==> src/rtl/pipeline_ctrl_pkg.sv <==
// pipeline_ctrl_pkg
// Shared definitions for the pipeline stall/flush controller:
//   - stall bit indices into the {data, exe, id, inst} stall vector
//   - cumulative stall patterns (a stall at stage k also freezes every earlier stage)
//   - controller FSM state encoding
//   - default exception redirect vector
package pipeline_ctrl_pkg;

  localparam int unsigned STALL_INST = 0;
  localparam int unsigned STALL_ID   = 1;
  localparam int unsigned STALL_EXE  = 2;
  localparam int unsigned STALL_DATA = 3;

  // Pattern that freezes stage idx and everything upstream of it.
  function automatic logic [3:0] stall_mask(input int unsigned idx);
    stall_mask = 4'((5'd1 << (idx + 1)) - 5'd1);
  endfunction

  localparam logic [3:0] STALL_NONE     = 4'b0000;
  localparam logic [3:0] STALL_PAT_INST = stall_mask(STALL_INST);
  localparam logic [3:0] STALL_PAT_ID   = stall_mask(STALL_ID);
  localparam logic [3:0] STALL_PAT_EXE  = stall_mask(STALL_EXE);
  localparam logic [3:0] STALL_PAT_DATA = stall_mask(STALL_DATA);

  typedef enum logic [1:0] {
    RUN       = 2'd0,
    DIV_WAIT  = 2'd1,
    EXC_DRAIN = 2'd2
  } ctrl_state_e;

  localparam logic [31:0] EXC_VECTOR_DEFAULT = 32'hBFC00380;

endpackage

==> src/rtl/sat_counter32.sv <==
// sat_counter32
// 32-bit up-counter that sticks at all-ones instead of wrapping.
// Ports:
//   clock_i       system clock
//   reset_i       synchronous active-high reset, clears the count
//   load_i        load load_value_i (takes priority over inc_i)
//   load_value_i  value to load
//   inc_i         count one event this cycle
//   count_o       current count
module sat_counter32 (
  input  logic        clock_i,
  input  logic        reset_i,
  input  logic        load_i,
  input  logic [31:0] load_value_i,
  input  logic        inc_i,
  output logic [31:0] count_o
);

  always_ff @(posedge clock_i) begin
    if (reset_i) begin
      count_o <= 32'd0;
    end else if (load_i) begin
      count_o <= load_value_i;
    end else if (inc_i && (count_o != 32'hFFFFFFFF)) begin
      count_o <= count_o + 32'd1;
    end
  end

endmodule

==> src/rtl/pipeline_ctrl.sv <==
// pipeline_ctrl
// Central stall/flush controller for the 5-stage pipeline. Merges IF/ID/EX/MEM
// hazard and busy requests into one cumulative stall vector, sequences the
// multi-cycle divider and holds a pending exception until the data bus drains.
//
//   state     | meaning
//   ----------+-----------------------------------------------------------
//   RUN       | normal flow; stalls follow the current requests
//   DIV_WAIT  | divider running; EX and upstream frozen until div_done_i
//   EXC_DRAIN | exception taken behind bus traffic; all frozen, target held
//
// Ports:
//   clock_i, reset_i          clock, synchronous active-high reset
//   if_busy_i                 fetch not complete
//   id_load_use_i             load-use hazard in ID
//   ex_div_req_i              DIV/DIVU in EX (level)
//   div_done_i                divider result valid (pulse)
//   mem_busy_i                data-bus transaction outstanding
//   exc_req_i, exc_is_eret_i  exception/ERET commit from MEM
//   cp0_epc_i                 ERET return address
//   stall_o                   {data, exe, id, inst} stall vector
//   flush_o, new_pc_o         flush all stages and redirect fetch
//   div_start_o, div_cancel_o divider start/abort pulses
//   stall_cycles_o            saturating count of stalled, non-flush cycles
module pipeline_ctrl
  import pipeline_ctrl_pkg::*;
#(
  parameter logic [31:0] EXC_VECTOR = EXC_VECTOR_DEFAULT
) (
  input  logic        clock_i,
  input  logic        reset_i,
  input  logic        if_busy_i,
  input  logic        id_load_use_i,
  input  logic        ex_div_req_i,
  input  logic        div_done_i,
  input  logic        mem_busy_i,
  input  logic        exc_req_i,
  input  logic        exc_is_eret_i,
  input  logic [31:0] cp0_epc_i,
  output logic [3:0]  stall_o,
  output logic        flush_o,
  output logic [31:0] new_pc_o,
  output logic        div_start_o,
  output logic        div_cancel_o,
  output logic [31:0] stall_cycles_o
);

  ctrl_state_e state_q, state_d;
  logic [31:0] target_q, target_d;
  logic [31:0] exc_target;
  logic [3:0]  req_stall;

  assign exc_target = exc_is_eret_i ? cp0_epc_i : EXC_VECTOR;

  // Cumulative encoding means OR-ing the patterns yields the strongest one.
  assign req_stall = (mem_busy_i    ? STALL_PAT_DATA : STALL_NONE)
                   | (id_load_use_i ? STALL_PAT_ID   : STALL_NONE)
                   | (if_busy_i     ? STALL_PAT_INST : STALL_NONE);

  always_ff @(posedge clock_i) begin
    if (reset_i) begin
      state_q  <= RUN;
      target_q <= 32'd0;
    end else begin
      state_q  <= state_d;
      target_q <= target_d;
    end
  end

  always_comb begin
    stall_o      = STALL_NONE;
    flush_o      = 1'b0;
    new_pc_o     = 32'd0;
    div_start_o  = 1'b0;
    div_cancel_o = 1'b0;
    state_d      = state_q;
    target_d     = target_q;

    if (!reset_i) begin
      case (state_q)
        RUN, DIV_WAIT: begin
          if (exc_req_i) begin
            // The excepting instruction in MEM is older than the divide in EX.
            div_cancel_o = (state_q == DIV_WAIT);
            if (!mem_busy_i) begin
              flush_o  = 1'b1;
              new_pc_o = exc_target;
              state_d  = RUN;
            end else begin
              stall_o  = STALL_PAT_DATA;
              target_d = exc_target;
              state_d  = EXC_DRAIN;
            end
          end else if (state_q == RUN) begin
            stall_o = req_stall;
            if (ex_div_req_i) begin
              div_start_o = 1'b1;
              stall_o     = req_stall | STALL_PAT_EXE;
              state_d     = DIV_WAIT;
            end
          end else begin
            // Releasing EX in the done cycle lets it capture the quotient.
            if (div_done_i) begin
              stall_o = req_stall;
              state_d = RUN;
            end else begin
              stall_o = req_stall | STALL_PAT_EXE;
            end
          end
        end

        EXC_DRAIN: begin
          if (mem_busy_i) begin
            stall_o = STALL_PAT_DATA;
          end else begin
            flush_o  = 1'b1;
            new_pc_o = target_q;
            state_d  = RUN;
          end
        end

        default: state_d = RUN;
      endcase
    end
  end

  sat_counter32 u_stall_cnt (
    .clock_i      (clock_i),
    .reset_i      (reset_i),
    .load_i       (1'b0),
    .load_value_i (32'd0),
    .inc_i        ((stall_o != STALL_NONE) && !flush_o),
    .count_o      (stall_cycles_o)
  );

endmodule

==> config.mk <==
export PLATFORM = sky130hd
export DESIGN_NAME = pipeline_ctrl
export DESIGN_NICKNAME = d
export VERILOG_FILES = /design/src/rtl/pipeline_ctrl_pkg.sv /design/src/rtl/sat_counter32.sv /design/src/rtl/pipeline_ctrl.sv
export SDC_FILE = /design/constraint.sdc
export NUM_CORES = 1
export LEC_CHECK = 0
export ABC_AREA = 1
export ABC_CLOCK_PERIOD_IN_PS = 2200
export BUFFER_PORTS_ARGS = -buffer_cell sky130_fd_sc_hd__buf_2
export CORE_UTILIZATION = 30
export DETAILED_ROUTE_END_ITERATION = 8
export SLEW_MARGIN = 40
export SYNTH_ARGS = -nofsm -noshare
export SYNTH_HDL_FRONTEND = slang
export SYNTH_SLANG_ARGS = --single-unit
==> constraint.sdc <==
create_clock -name clock_i -period 2.2 [get_ports clock_i]
set_input_delay 0.55 -clock clock_i [delete_from_list [all_inputs] [get_ports clock_i]]
set_output_delay 0.55 -clock clock_i [all_outputs]
set_load 0.02 [all_outputs]
==> results.toml, run 1 <==
[worst_setup_path]
start_kind = "register"
setup.worst_path.end_class = "output pin"
cpMaxStageDelayCell = "dfxtp_1"
crit_type = "register to output pin"
cp_data_arrival_time_ns = 1.56
worstPathMaxFanout = 8
cpPeakStageDelay_ns = 0.40
cp_cell_sequence = "nor2_2, nand2_2, clkinv_4, clkbuf_16, a21oi_1, nor2_1, buf_2"
required_ns = 1.65

[timing]
finalSetupViolations = 0
fin_worst_skew_ns = 0.00811
fmax_mhz = 473
slew_violations = 0
setup_slack_ns = 0.0868
slew_headroom = 0.765
hold_ws_ns = 0.478
tightestPinTransition_ns = 0.352
rsz0062_at_grt = "true"
finalCritPeriodShare = 0.961
fin_tns_setup_ns = 0
hold_viol = 0
min_period_ns = 2.11

[run_status]
outcome = "finished clean"

[power]
combPwrFrac = 0.129
p_per_area_nw_per_um2 = 625
clock_power_share = 0.480
p_switching_mw = 0.860
p_total_mw = 3.25
p_leak_nw = 2.24
seqPwrFrac = 0.391
p_int_mw = 2.39
vdd_ir_drop_max_uv = 396
switching_share = 0.265

[global_route]
grt_max_degree = 66
grt_util_all_layers = 0.186
grt_pass1_vias = 4057
overflow = 0
antenna_found_initial = 0
grt_pass1_wl_um = 19500

[die]
dieHeight_um = 116
die_w_um = 116
initial_core_util = 0.307
core_region_area_um2 = 12600
dieArea_um2 = 13400
placementRows = 41
num_io_pins = 112

[clock_network]
cts.clk_slew.worst_paths_ns = 0.06
clockBufferDepth = 2
root_buffer = "clkbuf_16"
clock_latency_ns = 0.34
cts_hold_buf = 0
ctsHtreeMaxLevel = 3
cts-buffers-inserted = 9
cts_sinks = 66
cts_tree = "done"

[route]
drtIter0Drc = 266
ant_nets = 0
first_pass_iters = 4
drc = 0
via_per_inst = 4.78
routed_wl_um = 11900
avgRoutedWirePerCell_um = 13.1
detailroute.via_count = 4355

[synthesis]
yosysWarningCount = 0
synth_top_area_share = 0.341
synthesis.area_um2 = 3880
seq_area_frac_synth = 0.341
avgSynthCellArea_um2 = 6.24
yosysTopAreaCell = "dfxtp_1"
ys_seq_elements = 66
syn_nets = 663
synth_cells = 621
ys_types = 29
synth.area.top_cells = "dfxtp_1 (34%), nand2_1 (15%), a21oi_1 (13%)"

[placement]
dp_hpwl_um = 8420
place_ws_ns = 0.0786
placed_area_um2 = 4740
gp_congestion = 0.873
dp_cells = 893
portBuffers = 111

[finish]
drive_gt1_frac = 0.243
stdcell_count = 912
final_area_um2 = 5200
n_antenna_cell = 0
final_cell_mix = "nand2_1 (155), nor2_1 (103), a21oi_1 (95), buf_2 (92), dfxtp_1 (65)"
fin_util = 0.412
fillerInstances = 1365
layout_commonest_cell = "nand2_1"
layout.nets = 777
synthToLayoutAreaGrowth_pct = 34.1

[min_path]
hold_class = "input port to register"

[flow_run]
drv_cap = 0
registers in the layout (all words and copies together), names as in the netlist:
| signal | count |
|---|---|
| state_q | 2 |
| target_q | 32 |
| u_stall_cnt.count_o | 32 |
what timing repair did:
item                                    4_1_cts  5_1_grt
cloned                                        1        1
endpoints found under the setup margin        7       36
resized for setup                            19       15
pin swaps                                     1        1
buffers inserted                              1        0
area by class of cell:
type                       instances  area [µm²]  area share
multi-input combinational        489        2320       0.446
sequential                        66        1320       0.254
timing repair buffer             141         916       0.176
clock buffer                       9         225      0.0433
tap                              172         215      0.0414
inverter                          28         110      0.0212
clock inverter                     7        93.8      0.0180
critical path, delay by kind of cell (launching register included):
kind                   cells  cell delay [ns]
AOI/OAI and AO/OA          1             0.17
buffers and inverters      3             0.43
and+or+nand+nor            3             0.22
DFF                        1             0.40
cells in the mapped netlist, drive strengths merged:
cell    number
nor4         1
xnor2        6
nor3         2
nand3       40
a31oi       12
nand3b      13
and2         1
o21bai       1
nor2       109
a21oi      100
clkbuf      27
ha           1
or2          1
nand2      159
buf         11
o21ai       32
inv         28
dfxtp       66
xor2         9
a211oi       1
nand4        1
power by group through the flow:
stage	combinational (mW)	sequential [mW]	clock, mW
2_1_floorplan	0.250	1.29	0
3_3_place_gp	0.395	1.29	0
3_5_place_dp	0.397	1.29	0
4_1_cts	0.408	1.27	1.59
5_1_grt	0.465	1.27	1.66
6_report	0.420	1.27	1.56
final timing paths:
path / start / end / slack, ns / cells past startpoint
worst max-delay path: state_q[0] / new_pc_o[17] / 0.09 / 7
worst min-delay path: cp0_epc_i[6] / target_q[6] / 0.48 / 3
worst max register to register: u_stall_cnt.count_o[1] / u_stall_cnt.count_o[3] / 0.17 / 9
worst min register to register: u_stall_cnt.count_o[1] / u_stall_cnt.count_o[1] / 0.51 / 2
metal layers:
metal	up-vias	GRT usage	share of wire
li1	2270	-	-
met1	1914	0.234	0.46
met2	150	0.292	0.44
met3	21	0.0633	0.070
met4	0	0.0726	0.024
met5	-	0	0
cells by family after synthesis:
group	synth area share
buf+inv	0.0710
compound gates	0.194
flops	0.341
fa+ha+maj	0.00323
simple gates	0.358
xor+xnor	0.0339
Note: power is estimated with default switching activity, not from simulation.
==> run 2: changes to the inputs <==
--- a/config.mk
+++ b/config.mk
@@ -5,9 +5,9 @@
 export SDC_FILE = /design/constraint.sdc
 export NUM_CORES = 1
 export LEC_CHECK = 0
-export ABC_AREA = 1
 export ABC_CLOCK_PERIOD_IN_PS = 2200
 export BUFFER_PORTS_ARGS = -buffer_cell sky130_fd_sc_hd__buf_2
+export CORE_MARGIN = 1
 export CORE_UTILIZATION = 30
 export DETAILED_ROUTE_END_ITERATION = 8
 export SLEW_MARGIN = 40
==> run 2 against run 1 <==
Effect of this change: the flow now finishes with violations (DRC, setup timing); wire length shrank 4.0%; cell count shrank 18%; non-clock buffer count grew 28.
==> results.toml, run 2 <==
[clock_network]
cts_hold_buf = 0
root_buffer = "clkbuf_16"
cts-buffers-inserted = 9
clock_latency_ns = 0.32
clockBufferDepth = 2
cts_sinks = 66
ctsHtreeMaxLevel = 3
cts.clk_slew.worst_paths_ns = 0.05
cts_tree = "done"

[die]
dieArea_um2 = 12400
dieHeight_um = 112
num_io_pins = 112
placementRows = 39
core_region_area_um2 = 11600
die_w_um = 112
initial_core_util = 0.311

[worst_setup_path]
required_ns = 1.65
cpPeakStageDelay_ns = 0.39
cp_cell_sequence = "clkinvlp_4, buf_4, o21ai_4, nor2_2, or2_2, buf_2"
reg2reg_from = "state_q[0]"
crit_type = "register to output pin"
crit_path_start = "state_q[1]"
worstPathMaxFanout = 5
setup.worst_path.end_class = "output pin"
cp_data_arrival_time_ns = 1.71
cpMaxStageDelayCell = "dfxtp_4"
r2r.worst_path.cells = 8
start_kind = "register"

[finish]
drive_gt1_frac = 0.408
final_cell_mix = "buf_2 (78), buf_4 (73), dfxtp_1 (64), nand2_1 (40), a21oi_1 (38)"
stdcell_count = 746
synthToLayoutAreaGrowth_pct = 49.3
final_area_um2 = 5380
layout_commonest_cell = "buf_2"
largest_registers = "target_q x32, u_stall_cnt.count_o x32, state_q x2"
fin_util = 0.465
layout.nets = 641
n_antenna_cell = 0
fillerInstances = 1140

[synthesis]
syn_nets = 501
async_flop_share = 0
avgSynthCellArea_um2 = 7.85
synthesis.area_um2 = 3600
ys_types = 43
synth.most_common_cell = "dfxtp_1"
synth_top_area_share = 0.367
synth_cells = 459
yosysWarningCount = 0
synthFlopType = "dfxtp_1"
ys_seq_elements = 66
synth_edf_count = 0
seq_area_frac_synth = 0.367
synth.area.top_cells = "dfxtp_1 (37%), nor2_1 (6.3%), a21oi_1 (5.6%)"
yosysTopAreaCell = "dfxtp_1"
synthTopCellsByCount = "dfxtp_1 (66), nor2_1 (60), a21oi_1 (40), nand2_1 (40), nand3_1 (32)"

[timing]
min_period_ns = 2.26
hold_viol = 0
finalCritPeriodShare = 1.03
setup_slack_ns = -0.0574
finalSetupViolations = 26
fmax_mhz = 443
tightestPinTransition_ns = 0.400
slew_violations = 0
hold_ws_ns = 0.455
slew_headroom = 0.733
rsz0062_at_grt = "true"
fin_worst_skew_ns = 0.00534

[flow_run]
drv_cap = 0

[route]
avgRoutedWirePerCell_um = 15.4
top_layer_used = "met4"
drc = 9
routed_wl_um = 11500
ant_nets = 0
detailroute.via_count = 4002
dr_wl_met2_um = 5840
wl_met3_um = 492
drtIter0Drc = 301
via_per_inst = 5.36
first_pass_iters = 7
drt-met1-wl_um = 5030

[global_route]
antenna_found_initial = 0
grt_util_all_layers = 0.183
grt_pass1_wl_um = 18400
grt_pass1_vias = 3825
overflow = 0
grt_max_degree = 53

[placement]
portBuffers = 111
dp_hpwl_um = 7610
dp_cells = 716
placed_area_um2 = 4640
gp_congestion = 0.774

[run_status]
violations = "DRC, setup timing"
outcome = "finished, violations left"

[min_path]
hold_class = "register to register"
hold_start = "target_q[12]"
worstHoldPathCells = 2

[power]
p_leak_nw = 2.18
p_per_area_nw_per_um2 = 577
vdd_ir_drop_max_uv = 362
==> run 2: changes by cell type after synthesis, moves of 19 or more <==
cell | before | now
nor2_1 | 104 | 60
a21oi_1 | 100 | 40
o21ai_0 | 32 | 5
nand2_1 | 157 | 40
a32oi_1 | 0 | 20
inv_1 | 27 | 8
==> run 2: final cells by class <==
type                       instances  area [µm²]  area share
clock buffer                      12         246      0.0459
clock inverter                     3        40.0     0.00745
inverter                           8        33.8     0.00628
multi-input combinational        345        2290       0.427
sequential                        66        1330       0.247
tap                              143         179      0.0333
timing repair buffer             169        1250       0.233
==> run 2: where the power goes <==
part           internal [mW]  switching [mW]
clock network          0.898           0.494
registers               1.23          0.0215
logic                  0.206           0.256
total                   2.33           0.771
==> run 2: repair_timing <==
action                                  in CTS  in global routing
pin swaps                                   11                  5
setup buffers                                8                  3
cloned                                       3                  2
resized for setup                           67                 11
endpoints found under the setup margin      36                 58
==> run 2: final timing paths <==
path | end | slack, ns
max | stall_o[2] | -0.06
max reg2reg | u_stall_cnt.count_o[19] | 0.03
min | target_q[12] | 0.45
min reg2reg | target_q[12] | 0.45
==> run 2: cell families after synthesis <==
logic type                 after synthesis  share of synthesized area
and+or+nand+nor                        216                      0.308
AOI/OAI and AO/OA                      105                      0.199
DFF                                     66                      0.367
buffers and inverters                   48                     0.0556
muxes                                   23                     0.0674
adders and majority gates                1                    0.00347
==> run 2: metrics by stage <==
| stage | power, mW | setup slack, ns | TNS (ns) |
|---|---|---|---|
| CTS | 3.12 | -0.0704 | -0.284 |
| global route | 3.24 | -0.116 | -3.21 |
| floorplan | 1.49 | -0.0703 | -0.787 |
| finish | 3.10 | -0.0574 | -0.375 |
| detailed placement | 1.65 | -0.135 | -1.81 |
| global placement | 1.64 | -0.0481 | -0.362 |
==> run 2: worst max-delay path, delay by kind of cell (launching register included) <==
family | cells | cell delay (ns)
flops | 1 | 0.39
simple gates | 2 | 0.36
buf+inv | 3 | 0.46
compound gates | 1 | 0.18
==> run 2: routing by layer <==
metal	global-route usage	up-vias
met4	0.0432	0
met3	0.0419	6
met1	0.220	1910
met2	0.331	111
met5	0	-
li1	-	1975
==> run 3: changes to the inputs <==
--- a/config.mk
+++ b/config.mk
@@ -10,6 +10,7 @@
 export CORE_MARGIN = 1
 export CORE_UTILIZATION = 30
 export DETAILED_ROUTE_END_ITERATION = 8
+export SETUP_SLACK_MARGIN = 0.5
 export SLEW_MARGIN = 40
 export SYNTH_ARGS = -nofsm -noshare
 export SYNTH_HDL_FRONTEND = slang
==> run 3 against run 2 <==
Effect of this change: the flow still finishes with violations (DRC, setup timing); clock power fell by 7%; critical path depth stayed put; largest cell class unchanged; cell count is 0.80% lower; non-clock buffer count shrank 7.
==> results.toml, run 3 (synthesized netlist as in run 2, its figures left out) <==
[route]
detailroute.via_count = 3978
drtIter0Drc = 281
avgRoutedWirePerCell_um = 15.4
ant_nets = 0
routed_wl_um = 11400
first_pass_iters = 7
via_per_inst = 5.38
drc = 13

[finish]
fin_util = 0.507
layout_commonest_cell = "buf_2"
multi_input_area_um2 = 2680
fillerInstances = 1072
stdcell_count = 740
final_cell_mix = "buf_2 (71), buf_4 (62), nand2_1 (40), dfxtp_1 (38), a21oi_1 (35)"
layout.nets = 634
seq_area_um2 = 1400
synthToLayoutAreaGrowth_pct = 63.0
largest_registers = "target_q x32, u_stall_cnt.count_o x32, state_q x2"
n_antenna_cell = 0
drive_gt1_frac = 0.531

[timing]
finalCritPeriodShare = 1.00
min_period_ns = 2.21
fmax_mhz = 453
fin_worst_skew_ns = 0.00541
setup_slack_ns = -0.00923
slew_violations = 0
slew_headroom = 0.729
hold_viol = 0
finalSetupViolations = 1
hold_ws_ns = 0.455
tightestPinTransition_ns = 0.407
rsz0062_at_grt = "true"
fin_tns_setup_ns = -0.00923

[clock_network]
clock_latency_ns = 0.32
cts_hold_buf = 0
cts_tree = "done"
root_buffer = "clkbuf_16"
ctsHtreeMaxLevel = 3
cts.clk_slew.worst_paths_ns = 0.06
clockBufferDepth = 2
cts-buffers-inserted = 9
cts_sinks = 66

[worst_setup_path]
setup.worst_path.end_class = "output pin"
ff2ff_setup_slack_ns = 0.10
cp_data_arrival_time_ns = 1.66
cpMaxStageDelayCell = "dfxtp_4"
cp_cell_sequence = "or3_4, a21oi_4, nor2_1, o21ai_1, a21oi_2, buf_4"
cpPeakStageDelay_ns = 0.38
crit_type = "register to output pin"
start_kind = "register"
worstPathMaxFanout = 6
required_ns = 1.65

[flow_run]
drv_cap = 0

[global_route]
use_met2 = 0.285
grt_pass1_vias = 3646
grt_max_degree = 53
global_route.usage.met3 = 0.0386
grt_pass1_wl_um = 17500
overflow = 0
met1_usage = 0.218
antenna_found_initial = 0
grt_util_all_layers = 0.170
grt-busiest-layer = "met2"

[die]
num_io_pins = 112
core_region_area_um2 = 11600
dieArea_um2 = 12400
initial_core_util = 0.311
dieHeight_um = 112
placementRows = 39
die_w_um = 112

[placement]
dp_hpwl_um = 7320
gp_congestion = 0.782
portBuffers = 111
dp_cells = 700

[power]
vdd_ir_drop_max_uv = 317
p_per_area_nw_per_um2 = 515
p_leak_nw = 2.25

[run_status]
violations = "DRC, setup timing"
outcome = "finished, violations left"

[min_path]
hold_class = "register to register"
## run 3: area by class of cell
class	instances	area share
clock buffer	13	0.0426
sequential	66	0.238
clock inverter	3	0.00256
tap	143	0.0305
multi-input combinational	345	0.457
timing repair buffer	162	0.222
inverter	8	0.00682
## run 3: routing by layer
metal  wire length, µm  vias to the layer above  share of wire
met2              5630                      103           0.49
met5                 0                        -              0
met1              5120                     1910           0.45
met3               611                        2          0.054
li1                  -                     1963              -
met4                34                        0         0.0030
## run 3: timing repair
action	4_1_cts	5_1_grt
buffers inserted	4	13
endpoints found under the setup margin	71	71
gates resized for setup	49	54
pin swaps	9	6
hold endpoints to repair	0	0
gates cloned	0	7
## run 3: through the flow
stage,instance area [µm²],power [mW],setup WS (ns)
after floorplan,4230,1.55,0.115
after detailed placement,4900,1.68,-0.0423
after global placement,4900,1.67,0.0247
after global routing,5870,3.15,-0.0958
final,5870,3.02,-0.00923
after CTS,5370,3.02,-0.0184
## run 3: worst paths after layout
| path | start | end | cells past startpoint |
|---|---|---|---|
| max | state_q[1] | stall_o[1] | 6 |
| max reg2reg | state_q[0] | u_stall_cnt.count_o[25] | 7 |
| min reg2reg | u_stall_cnt.count_o[6] | u_stall_cnt.count_o[6] | 1 |
| min | u_stall_cnt.count_o[6] | u_stall_cnt.count_o[6] | 1 |
## run 3: where the power goes
| group | switching [mW] | total (mW) | internal (mW) |
|---|---|---|---|
| Sequential | 0.0264 | 1.24 | 1.21 |
| Clock | 0.497 | 1.29 | 0.788 |
| Combinational | 0.281 | 0.498 | 0.218 |
## run 3: worst max-delay path, delay by kind of cell, from the launching register on
kind	cells	cell delay, ns
buf+inv	1	0.17
simple gates	2	0.44
compound gates	3	0.36
flops	1	0.38
